==> config.mk <==
export PLATFORM = sky130hd
export DESIGN_NAME = crc16_tx_ctrl
export DESIGN_NICKNAME = d
export VERILOG_FILES = /design/src/rtl/crc16_tx_pkg.sv /design/src/rtl/flex_counter.sv /design/src/rtl/crc16_tx_ctrl.sv
export SDC_FILE = /design/constraint.sdc
export NUM_CORES = 1
export LEC_CHECK = 0
export BUFFER_PORTS_ARGS = -buffer_cell sky130_fd_sc_hd__buf_2
export CAP_MARGIN = 20
export CORE_UTILIZATION = 40
export CTS_CLUSTER_DIAMETER = 50
export DETAILED_ROUTE_END_ITERATION = 16
export GPL_ROUTABILITY_DRIVEN = 0
export GPL_TIMING_DRIVEN = 0
export PLACE_DENSITY = 0.6
export SYNTH_ARGS = -nofsm -noshare
export SYNTH_HDL_FRONTEND = slang
export SYNTH_SLANG_ARGS = --single-unit
==> constraint.sdc <==
create_clock -name clk -period 2.5 [get_ports clk]
set_input_delay 0.125 -clock clk [delete_from_list [all_inputs] [get_ports clk]]
set_output_delay 0.125 -clock clk [all_outputs]
set_load 0.005 [all_outputs]
==> src/rtl/crc16_tx_pkg.sv <==
// Shared types and sizing for the CRC16 serial transmit controller.
package crc16_tx_pkg;

    localparam int unsigned BYTE_W  = 8;
    localparam int unsigned CRC_LEN = 16;
    localparam int unsigned CNT_W   = $clog2(CRC_LEN);

    localparam logic [CNT_W-1:0] BIT_LAST  = CNT_W'(BYTE_W - 1);
    localparam logic [CNT_W-1:0] DUMP_LAST = CNT_W'(CRC_LEN - 1);

    typedef enum logic [2:0] {
        IDLE,
        CLEAR,
        SHIFT,
        CRC,
        DONE
    } state_t;

endpackage

==> src/rtl/flex_counter.sv <==
// Up-counter with synchronous clear and a runtime rollover value.
module flex_counter #(
    parameter int unsigned NUM_BITS = 4
) (
    input  logic                clk,
    input  logic                n_rst,
    input  logic                clear,
    input  logic                count_enable,
    input  logic [NUM_BITS-1:0] rollover_val,
    output logic [NUM_BITS-1:0] count_out,
    output logic                rollover_flag
);

    logic [NUM_BITS-1:0] count_q;

    always_ff @(posedge clk or negedge n_rst) begin
        if (!n_rst) begin
            count_q <= '0;
        end else if (clear) begin
            count_q <= '0;
        end else if (count_enable) begin
            if (count_q == rollover_val) begin
                count_q <= '0;
            end else begin
                count_q <= count_q + 1'b1;
            end
        end
    end

    assign count_out     = count_q;
    assign rollover_flag = (count_q == rollover_val);

endmodule

==> src/rtl/crc16_tx_ctrl.sv <==
// Serialises payload bytes LSB first, steering an external CRC16 register,
// then shifts the 16-bit remainder onto the line.
module crc16_tx_ctrl
    import crc16_tx_pkg::*;
(
    input  logic              clk,
    input  logic              n_rst,
    input  logic              start,
    input  logic              bit_strobe,
    input  logic [BYTE_W-1:0] data_in,
    input  logic              data_valid,
    input  logic              data_last,
    output logic              data_ready,
    output logic              serial_out,
    output logic              serial_en,
    output logic              crc_clear,
    output logic              crc_enable,
    output logic              crc_bit_in,
    output logic              crc_dump,
    input  logic              crc_bit_out,
    output logic              busy,
    output logic              done,
    output logic              err_underrun
);

    state_t state, next_state;

    logic [BYTE_W-1:0] buf_data;
    logic              buf_last;
    logic              buf_full;
    logic              last_accepted;
    logic [BYTE_W-1:0] shift_reg;
    logic              cur_last;
    logic              in_clear_q;

    logic [CNT_W-1:0]  cnt;
    logic [CNT_W-1:0]  cnt_roll;
    logic              cnt_wrap;
    logic              cnt_clear;
    logic              cnt_en;

    logic              active;
    logic              byte_end;
    logic              accept;
    logic              load;
    logic              shift_step;

    // Bit index and CRC dump index share one counter; only the wrap point changes.
    flex_counter #(
        .NUM_BITS(CNT_W)
    ) u_bit_cnt (
        .clk          (clk),
        .n_rst        (n_rst),
        .clear        (cnt_clear),
        .count_enable (cnt_en),
        .rollover_val (cnt_roll),
        .count_out    (cnt),
        .rollover_flag(cnt_wrap)
    );

    assign active     = (state == SHIFT) || (state == CRC);
    assign cnt_clear  = !active;
    assign cnt_en     = active && bit_strobe;
    assign cnt_roll   = (state == CRC) ? DUMP_LAST : BIT_LAST;
    assign byte_end   = (state == SHIFT) && bit_strobe && cnt_wrap;
    assign accept     = data_valid && data_ready;
    assign load       = ((state == CLEAR) && buf_full) || (byte_end && !cur_last && buf_full);
    assign shift_step = (state == SHIFT) && bit_strobe && !cnt_wrap;

    always_ff @(posedge clk or negedge n_rst) begin
        if (!n_rst) begin
            state <= IDLE;
        end else begin
            state <= next_state;
        end
    end

    always_comb begin
        next_state = state;
        case (state)
            IDLE:  if (start) next_state = CLEAR;
            CLEAR: if (buf_full) next_state = SHIFT;
            SHIFT: begin
                if (byte_end) begin
                    if (cur_last) begin
                        next_state = CRC;
                    end else if (!buf_full) begin
                        next_state = IDLE;
                    end
                end
            end
            CRC:   if (bit_strobe && cnt_wrap) next_state = DONE;
            DONE:  next_state = IDLE;
            default: next_state = IDLE;
        endcase
    end

    always_comb begin
        busy         = (state != IDLE);
        serial_en    = active;
        crc_clear    = (state == CLEAR) && !in_clear_q;
        crc_dump     = (state == CRC);
        crc_enable   = active && bit_strobe;
        serial_out   = 1'b0;
        crc_bit_in   = 1'b0;
        if (state == SHIFT) begin
            serial_out = shift_reg[0];
            crc_bit_in = shift_reg[0];
        end else if (state == CRC) begin
            serial_out = crc_bit_out;
        end
        done         = (state == DONE);
        err_underrun = byte_end && !cur_last && !buf_full;
        data_ready   = busy && !buf_full && !last_accepted;
    end

    always_ff @(posedge clk or negedge n_rst) begin
        if (!n_rst) begin
            buf_data      <= '0;
            buf_last      <= 1'b0;
            buf_full      <= 1'b0;
            last_accepted <= 1'b0;
            shift_reg     <= '0;
            cur_last      <= 1'b0;
            in_clear_q    <= 1'b0;
        end else begin
            in_clear_q <= (state == CLEAR);
            if (state == IDLE) begin
                buf_full      <= 1'b0;
                last_accepted <= 1'b0;
            end else begin
                // Fill after drain so a same-cycle accept is never dropped.
                if (load) begin
                    buf_full <= 1'b0;
                end
                if (accept) begin
                    buf_data <= data_in;
                    buf_last <= data_last;
                    buf_full <= 1'b1;
                    if (data_last) begin
                        last_accepted <= 1'b1;
                    end
                end
            end
            if (load) begin
                shift_reg <= buf_data;
                cur_last  <= buf_last;
            end else if (shift_step) begin
                shift_reg <= {1'b0, shift_reg[BYTE_W-1:1]};
            end
        end
    end

endmodule

# Word level (Yosys, flattened, before mapping)
# Cells that the tools add are included.
# totals
reg_bits	28
out_inout_bits	10
word_cells	73
inputBits	15
# classes
n_bitwise	1
n_eq_ne	11
add_sub_neg	1
mux	22
reduce_logical	29
# ops
operator	count
two-way mux 3 bit	6
two-way mux 4 bit	4
two-way mux 8 bit	2
logical AND 1 bit	13
case mux 3 bit (4 select lines)	1
two-way mux 1 bit	9
!= test 2 bit (second input constant)	4
== test 3 x 2 -> 1 bit (second input constant)	2
nonzero test 2 bit	3
nonzero test 3 bit	2
logical NOT 1 bit	5
AND reduction 5 bit	1
adder 4 x 1 -> 4 bit (second input constant)	1
== test 4 bit	1
AND reduction 2 bit	2
== test 3 x 1 -> 1 bit (second input constant)	1
== test 3 bit (second input constant)	1
logical NOT 3 bit	1
!= test 3 bit (second input constant)	1
logical OR 1 bit	2
!= test 2 x 1 -> 1 bit (second input constant)	1
NOT 1 bit	1

# Depth between registers and ports, before layout
# Gate-level depths: netlist of the first run.
# logic_depth
ltp_word	10
ltp_mapped	6
ltp_nobuf	5

# By module
# From an unflattened synthesis of the first run, not the netlist that was laid out.
# unflattened
hier_cells	126
area_unflattened_um2	1450.1
# modules_own_cells
module	instances	cells_per_inst	area_per_inst_um2	seq_area_each_um2
crc16_tx_ctrl	1	99	1166.1	600.6
flex_counter	1	27	284.0	100.1

# Worst setup path after synthesis of the first run
# No wires, ideal clock.
# synth_timing
path_type	flip-flop to flip-flop
from	reg u_bit_cnt.count_q[0] (netlist: u_bit_cnt.count_out[0])
to	reg cur_last
period_less_slack_ns	1.723
arrival_time_ns	1.599
stages_incl_launch_ff	6
setup_ns	0.125
required_ns	2.375
setup_slack_ns	0.777
cell_sequence	dfrtp_1 ha_1 and3_2 a31oi_1 nor3_4 mux2_2
# synth_between
elab_chain_len	5
# synth_rtl
item	line	rtl
start: declaration	flex_counter.sv:14	logic [NUM_BITS-1:0] count_q;
start signal: assignment	flex_counter.sv:25	count_q <= count_q + 1'b1;
== test 4 bit	flex_counter.sv:31	assign rollover_flag = (count_q == rollover_val);
logical AND 1 bit	crc16_tx_ctrl.sv:65	assign byte_end = (state == SHIFT) && bit_strobe && cnt_wrap;
logical AND 1 bit (2 in a row)	crc16_tx_ctrl.sv:67	assign load = ((state == CLEAR) && buf_full) || (byte_end && !cur_last && buf_full);
logical OR 1 bit	crc16_tx_ctrl.sv:67	
end signal: assignment	crc16_tx_ctrl.sv:147	cur_last <= buf_last;
end: declaration	crc16_tx_ctrl.sv:33	logic cur_last;
# Every way passes these cells.
# A chain may end at the register's enable or synchronous reset.

# Worst setup path in the final report of the first run
# layout_timing
from	reg u_bit_cnt.count_q[0] (netlist: u_bit_cnt.count_out[0])
to	reg shift_reg[0]
# layout_between
elab_chain_len	6
# layout_rtl
item	line	rtl
== test 4 bit *	flex_counter.sv:31	
logical AND 1 bit	crc16_tx_ctrl.sv:65	
logical AND 1 bit (2 in a row)	crc16_tx_ctrl.sv:67	
logical OR 1 bit	crc16_tx_ctrl.sv:67	
two-way mux 8 bit / nonzero test 2 bit (equally long branches)	--	
end signal: assignment	crc16_tx_ctrl.sv:146	shift_reg <= buf_data;
end signal: assignment	crc16_tx_ctrl.sv:149	shift_reg <= {1'b0, shift_reg[BYTE_W-1:1]};
end: declaration	crc16_tx_ctrl.sv:32	logic [BYTE_W-1:0] shift_reg;
# Mark *: on every way between the ends. The rest lies on a longest branch, timed or not.

==> results of run 1 <==
worst min path at each step:
| stage | startpoint | end | cells after the start |
|---|---|---|---|
| floorplan | n_rst | buf_data[0]$_DFFE_PN0P_ | 0 |
| global placement | n_rst | state[2]$_DFFE_PN0P_ | 1 |
| detailed placement | n_rst | state[1]$_DFFE_PN0P_ | 1 |
| CTS | data_in[6] | buf_data[6]$_DFFE_PN0P_ | 2 |
| global route | data_in[0] | buf_data[0]$_DFFE_PN0P_ | 2 |
| finish | data_in[6] | buf_data[6]$_DFFE_PN0P_ | 2 |
repair_timing:
action                                 CTS  global route
hold buffers                             4             3
setup buffers                            0             0
endpoints found under the hold margin   31             3
setup endpoints to repair                0             0
layout make-up:
| class | instances | area (µm²) | share of cell area, % |
|---|---|---|---|
| flip-flops and latches | 28 | 701 | 41.2 |
| multi-input cells | 81 | 646 | 37.9 |
| repair buffers | 30 | 185 | 10.9 |
| well taps | 46 | 57.6 | 3.38 |
| plain buffers | 6 | 37.5 | 2.21 |
| clock inverters | 1 | 30.0 | 1.76 |
| clock buffers | 3 | 22.5 | 1.32 |
| inverters | 6 | 22.5 | 1.32 |
power by group through the flow:
| stage | Sequential (mW) | Clock [mW] | Combinational, mW |
|---|---|---|---|
| after global routing | 0.812 | 0.324 | 0.875 |
| final | 0.784 | 0.293 | 0.779 |
| after CTS | 0.786 | 0.306 | 0.791 |
| after detailed placement | 0.796 | 0 | 0.785 |
| after floorplan | 0.752 | 0 | 0.614 |
| after global placement | 0.782 | 0 | 0.759 |
through the flow:
step	hold WS, ns	setup WS, ns
after floorplan	-0.171	0.777
after global placement	0.177	0.574
after detailed placement	0.177	0.556
after CTS	0.000588	0.525
after global routing	0.00353	0.410
final	0.0125	0.531
cell usage after synthesis:
| cell type | count |
|---|---|
| nor2_1 | 9 |
| nor3_1 | 5 |
| nor2b_1 | 1 |
| mux2i_1 | 2 |
| buf_4 | 4 |
| nor3_4 | 1 |
| nand2b_1 | 2 |
| a21oi_1 | 7 |
| xnor2_1 | 1 |
| inv_2 | 1 |
| dfrtp_1 | 28 |
| nand2b_4 | 1 |
| nand2_2 | 1 |
| inv_1 | 4 |
| a31oi_1 | 4 |
| clkinv_1 | 1 |
| a22o_1 | 1 |
| mux2_2 | 24 |
| nand3_1 | 1 |
| and3_2 | 1 |
| nor4_1 | 1 |
| clkbuf_1 | 2 |
| nand2_1 | 7 |
| xor2_1 | 1 |
| a311oi_1 | 3 |
| nor3_2 | 2 |
| o211ai_1 | 1 |
| o21ai_0 | 2 |
| o2111ai_4 | 1 |
| nor3b_1 | 1 |
| ha_1 | 1 |
per-layer routing:
layer / global-route usage (%) / share of wire [%] / vias to the layer above
li1: - / - / 502
met1: 18.6 / 45 / 487
met2: 25.5 / 49 / 28
met3: 2.31 / 4.1 / 5
met4: 8.77 / 1.8 / 0
met5: 0 / 0 / -
logic make-up after synthesis:
group,count (synthesis)
flip-flops,28
adder cells (fa/ha/maj),1
AO/OA/AOI/OAI,19
buffers and inverters,12
AND/OR/NAND/NOR,33
XOR/XNOR,2
multiplexers,26
==> qor.yml, run 1 <==
p_int_mw: 1.21
yosysTopAreaCell: "dfrtp_1"
path_delay_family: "simple AND/OR/NAND/NOR gates"
gr-total-overflow: 0
fp.dieH_um: 61.3
boundaryPins: 25
path_buf_inv: 0
finish.utilization_pct: 50.6
yosysSeqAreaShare_pct: 49.8
ctsResizeCount: 0
tritoncts: "yes"
dp_cells: 190
reg2reg_to: "shift_reg[0]$_DFFE_PN0P_"
seqPwrFrac_pct: 42.2
synth_top_area_share_pct: 49.8
fill_cells: 342
clkPwrFrac_pct: 15.8
antenna_found_initial: 0
cts_root_buf: "clkbuf_4"
layout.nets: 172
numCtsBuffers: 3
synth_nets: 137
drc: 0
clock_path_buffers: 2
grt_pass1_wl_um: 4090
core_um2: 3360
dpl_cell_area_um2: 1580
antenna_left: 0
power_leakage_nw: 0.774
powerDensity_nw_per_um2: 1090
final_common_cell: "dfrtp_1"
endpoint_kind: "flop"
final_cell_mix: "28 x dfrtp_1, 24 x mux2_2, 23 x buf_2"
totalWireLength_um: 2490
layout.cells.non_filler: 201
synth_fa_ha_area_share_pct: 0.890
netlist_area_um2: 1410
required_ns: 2.73
reg2reg_depth: 5
num_vias: 1022
clock_sinks: 28
critPathLaunchType: "flop"
final.min_clock_period_ns: 1.97
tns_ns: 0
syn_area_per_cell_um2: 11.6
peakVddDrop_uv: 481
syn_inst: 121
h-tree-depth: 1
relSlewSlack_pct: 58.8
diodes: 0
max_stage_delay_ns: 0.43
worstSetupStartpoint: "u_bit_cnt.count_out[0]$_DFFE_PN0P_"
ys_ff_latch: 28
synth-xor-area-share_pct: 1.25
power_frac_comb_pct: 42.0
worst-path-stages: 5
worst_pin_slew_ns: 0.618
gr-usage-all-layers_pct: 15.2
path_max_fanout: 9
yosysWarningCount: 0
drive_gt1_share_pct: 40.6
worstSkewPairLatency_ns: 0.33
yosys.area_share.simple_pct: 13.3
grt_max_degree: 29
reg2reg_from: "u_bit_cnt.count_out[0]$_DFFE_PN0P_"
dieArea_um2: 3760
grt_pass1_vias: 971
endpoint: "shift_reg[0]$_DFFE_PN0P_"
maxCapViolCount: 0
clock_skew_ns: 0.00519
wire_per_inst_um: 12.4
dr.pass1.iters: 4
die_x_um: 61.3
switching_share_pct: 34.8
hpwl_um: 1800
synth_area_leaders: "dfrtp_1 50%, mux2_2 19%, a21oi_1 2.5%"
via_per_inst: 5.08
start_util_pct: 41.8
synth_compound_area_share_pct: 9.88
report.power.total_mw: 1.86
arrival_ns: 2.20
first_iter_violations: 31
path_cells: "ha_1 > and3_2 > a31oi_1 > nor3_4 > mux2_2"
fmax_mhz: 508
period_share_pct: 78.8
min_path_type: "in -> reg"
fin_area_um2: 1700
clkTransAtPathRegs_ns: 0.15
status: "complete, no violations"
finalHoldViolations: 0
synthMuxAreaShare_pct: 20.6
synth_top_family_by_area: "multiplexers"
power_switching_mw: 0.646
rows: 21
path_class: "reg -> reg"
numPortBuffers: 23
slew_violations: 0
syn2layout_area_growth_pct: 21.0
setup_viol: 0
rsz0062_at_grt: "false"
rrSetupSlack_ns: 0.53
ys_types: 31
cpMaxStageDelayCell: "dfrtp_1"
No activity file was read; power rests on OpenSTA's default activity.
==> inputs of run 2 (changes only) <==
--- a/config.mk
+++ b/config.mk
@@ -12,7 +12,7 @@
 export DETAILED_ROUTE_END_ITERATION = 16
 export GPL_ROUTABILITY_DRIVEN = 0
 export GPL_TIMING_DRIVEN = 0
-export PLACE_DENSITY = 0.6
+export PLACE_DENSITY = 0.63
 export SYNTH_ARGS = -nofsm -noshare
 export SYNTH_HDL_FRONTEND = slang
 export SYNTH_SLANG_ARGS = --single-unit
==> constraint.sdc (replaced) <==
create_clock -name clk -period 1.6 [get_ports clk]
set_input_delay 0.08 -clock clk [delete_from_list [all_inputs] [get_ports clk]]
set_output_delay 0.08 -clock clk [all_outputs]
set_load 0.005 [all_outputs]
==> run 2 against run 1 <==
The run now ends with setup timing left; worst hold slack better by 0.069 ns; worst setup slack worse by 0.65 ns; routed wire length is 25% higher; critical path depth is 1 higher; sequential cell count stayed put; power is 86% higher; global-route usage is 2.2 points higher; utilization is 8.6 points higher; via count is 6.8% higher; sequential share of layout area is 5.8 points lower; combinational power is 120% higher; critical path type unchanged.
==> qor.yml, run 2 (synthesis results as in run 1) <==
met2_usage_pct: 30.0  # +4.5 points
reg2reg_from: "u_bit_cnt.count_out[1]$_DFFE_PN0P_"
grt_pass1_vias: 1074  # +11%
dieArea_um2: 3760  # unchanged
cts_root_buf: "clkbuf_4"
drc: 0  # unchanged
rsz0062_at_grt: "true"
clock_path_buffers: 2  # unchanged
boundaryPins: 25  # unchanged
reg2reg_depth: 6  # +1
powerDensity_nw_per_um2: 1740  # +59%
met3_usage_pct: 5.46  # +3.2 points
top_usage_layer: "met2"
core_um2: 3360  # unchanged
register_area_um2: 703  # +0.36%
tritoncts: "yes"
finalHoldViolations: 0  # unchanged
num_vias: 1092  # +6.8%
multi_input_area_um2: 768  # +19%
clock_sinks: 28  # unchanged
fin_area_um2: 1990  # +17%
fin_ws_ns: -0.119  # -0.649 ns
drive_gt1_share_pct: 50.6  # +9.9 points
h-tree-depth: 1  # unchanged
antenna_found_initial: 0  # unchanged
clkTransAtPathRegs_ns: 0.15  # about the same
grtUsageMet1_pct: 21.5  # +2.9 points
status: "finished, violations left"
wire_per_inst_um: 14.5  # +17%
maxCapViolCount: 0  # unchanged
endpoint_kind: "flop"
holdPathEnd: "last_accepted$_DFFE_PN0P_"
layout.cells.non_filler: 216  # +7.5%
grt_max_degree: 29  # unchanged
arrival_ns: 1.95  # -0.25 ns
dp_cells: 190  # unchanged
hpwl_um: 1810  # +0.77%
reg2reg_to: "shift_reg[0]$_DFFE_PN0P_"
critPathLaunchType: "flop"
path_class: "reg -> reg"
die_x_um: 61.3  # unchanged
setup_viol: 10  # +10
period_share_pct: 107  # +29 points
fmax_mhz: 582  # +15%
final.min_clock_period_ns: 1.72  # -0.251 ns
fp.dieH_um: 61.3  # unchanged
violations: "setup timing"
slew_violations: 0  # unchanged
min_path_type: "in -> reg"
power_leakage_nw: 0.918  # +19%
syn2layout_area_growth_pct: 41.5
fill_cells: 302  # -12%
relSlewSlack_pct: 59.6  # +0.85 points
required_ns: 1.83  # -0.90 ns
hold_path_startpoint: "data_valid"
gr-usage-all-layers_pct: 17.4  # +2.2 points
final_cell_mix: "26 x dfrtp_1, 23 x buf_2, 15 x mux2_2"
first_iter_violations: 38  # +23%
via_per_inst: 5.06  # -0.57%
clock_skew_ns: 0.00483  # -0.000357 ns
worstSkewPairLatency_ns: 0.33  # about the same
dr.pass1.iters: 4  # unchanged
peakVddDrop_uv: 1080  # +120%
final_common_cell: "dfrtp_1"
start_util_pct: 41.8  # unchanged
grt_pass1_wl_um: 4750  # +16%
layout.nets: 187  # +8.7%
hold_path_depth: 3  # +1
dpl_cell_area_um2: 1610  # +2.0%
totalWireLength_um: 3120  # +25%
rows: 21  # unchanged
numCtsBuffers: 3  # unchanged
antenna_left: 0  # unchanged
gr-total-overflow: 0  # unchanged
worst_pin_slew_ns: 0.605  # -0.0127 ns
numPortBuffers: 23  # unchanged
path_max_fanout: 8  # -1
diodes: 0  # unchanged
rrSetupSlack_ns: -0.12  # -0.65 ns
## run 2: worst max-delay path: stages, from the launching register on
cell and delay, ns:
dfrtp_1 0.44, ha_4 0.18, nand2_4 0.06, o2111ai_4 0.23
buf_12 0.16, mux2_4 0.29, mux2_4 0.26
## run 2: worst max-delay path by stage
stage	startpoint	endpoint	slack, ns	cells after the start
finish	u_bit_cnt.count_out[1]$_DFFE_PN0P_	shift_reg[0]$_DFFE_PN0P_	-0.12	6
floorplan	u_bit_cnt.count_out[0]$_DFFE_PN0P_	cur_last$_DFFE_PN0P_	-0.11	5
detailed placement	u_bit_cnt.count_out[3]$_DFFE_PN0P_	shift_reg[5]$_DFFE_PN0P_	-0.31	5
global route	state[2]$_DFFE_PN0P_	shift_reg[2]$_DFFE_PN0P_	-0.18	7
global placement	u_bit_cnt.count_out[0]$_DFFE_PN0P_	shift_reg[2]$_DFFE_PN0P_	-0.26	5
CTS	u_bit_cnt.count_out[0]$_DFFE_PN0P_	shift_reg[2]$_DFFE_PN0P_	-0.12	6
## run 2: what timing repair did
action / in CTS / in global routing
gates resized for setup: 14 / 19
setup endpoints to repair: 27 / 25
gates cloned: 0 / 1
endpoints found under the hold margin: 38 / 0
pin swaps: 5 / 6
buffers inserted: 9 / 1
hold buffers: 11 / 0
## run 2: final cells by class
cell class / instances / share of cell area, %
Clock buffer: 3 / 1.13
Inverter: 6 / 1.32
Clock inverter: 1 / 1.51
Sequential cell: 28 / 35.3
Tap cell: 46 / 2.89
Timing Repair Buffer: 44 / 16.5
Multi-Input combinational cell: 82 / 38.6
Buffer: 6 / 2.64
## run 2: per-layer routing
metal	up-vias	part of all wire [%]
met5	-	0
met4	0	0.90
met2	22	52
met3	4	3.7
li1	529	-
met1	537	43
## run 2: power by group
group          switching [mW]  internal (mW)  total (mW)
sequential              0.279           1.01        1.29
combinational           0.756          0.938        1.69
clock                   0.213          0.253       0.467
## run 2: stage by stage
step	setup TNS [ns]	total power, mW	setup slack, ns	hold WS [ns]	utilization (%)
final	-0.909	3.45	-0.119	0.0819	59.2
after global routing	-1.61	3.68	-0.177	0.0823	59.2
after CTS	-0.940	3.28	-0.115	0.0319	57.0
after detailed placement	-4.06	2.53	-0.308	0.130	47.9
after global placement	-3.41	2.47	-0.260	0.131	47.9
after floorplan	-0.833	2.20	-0.109	-0.216	-
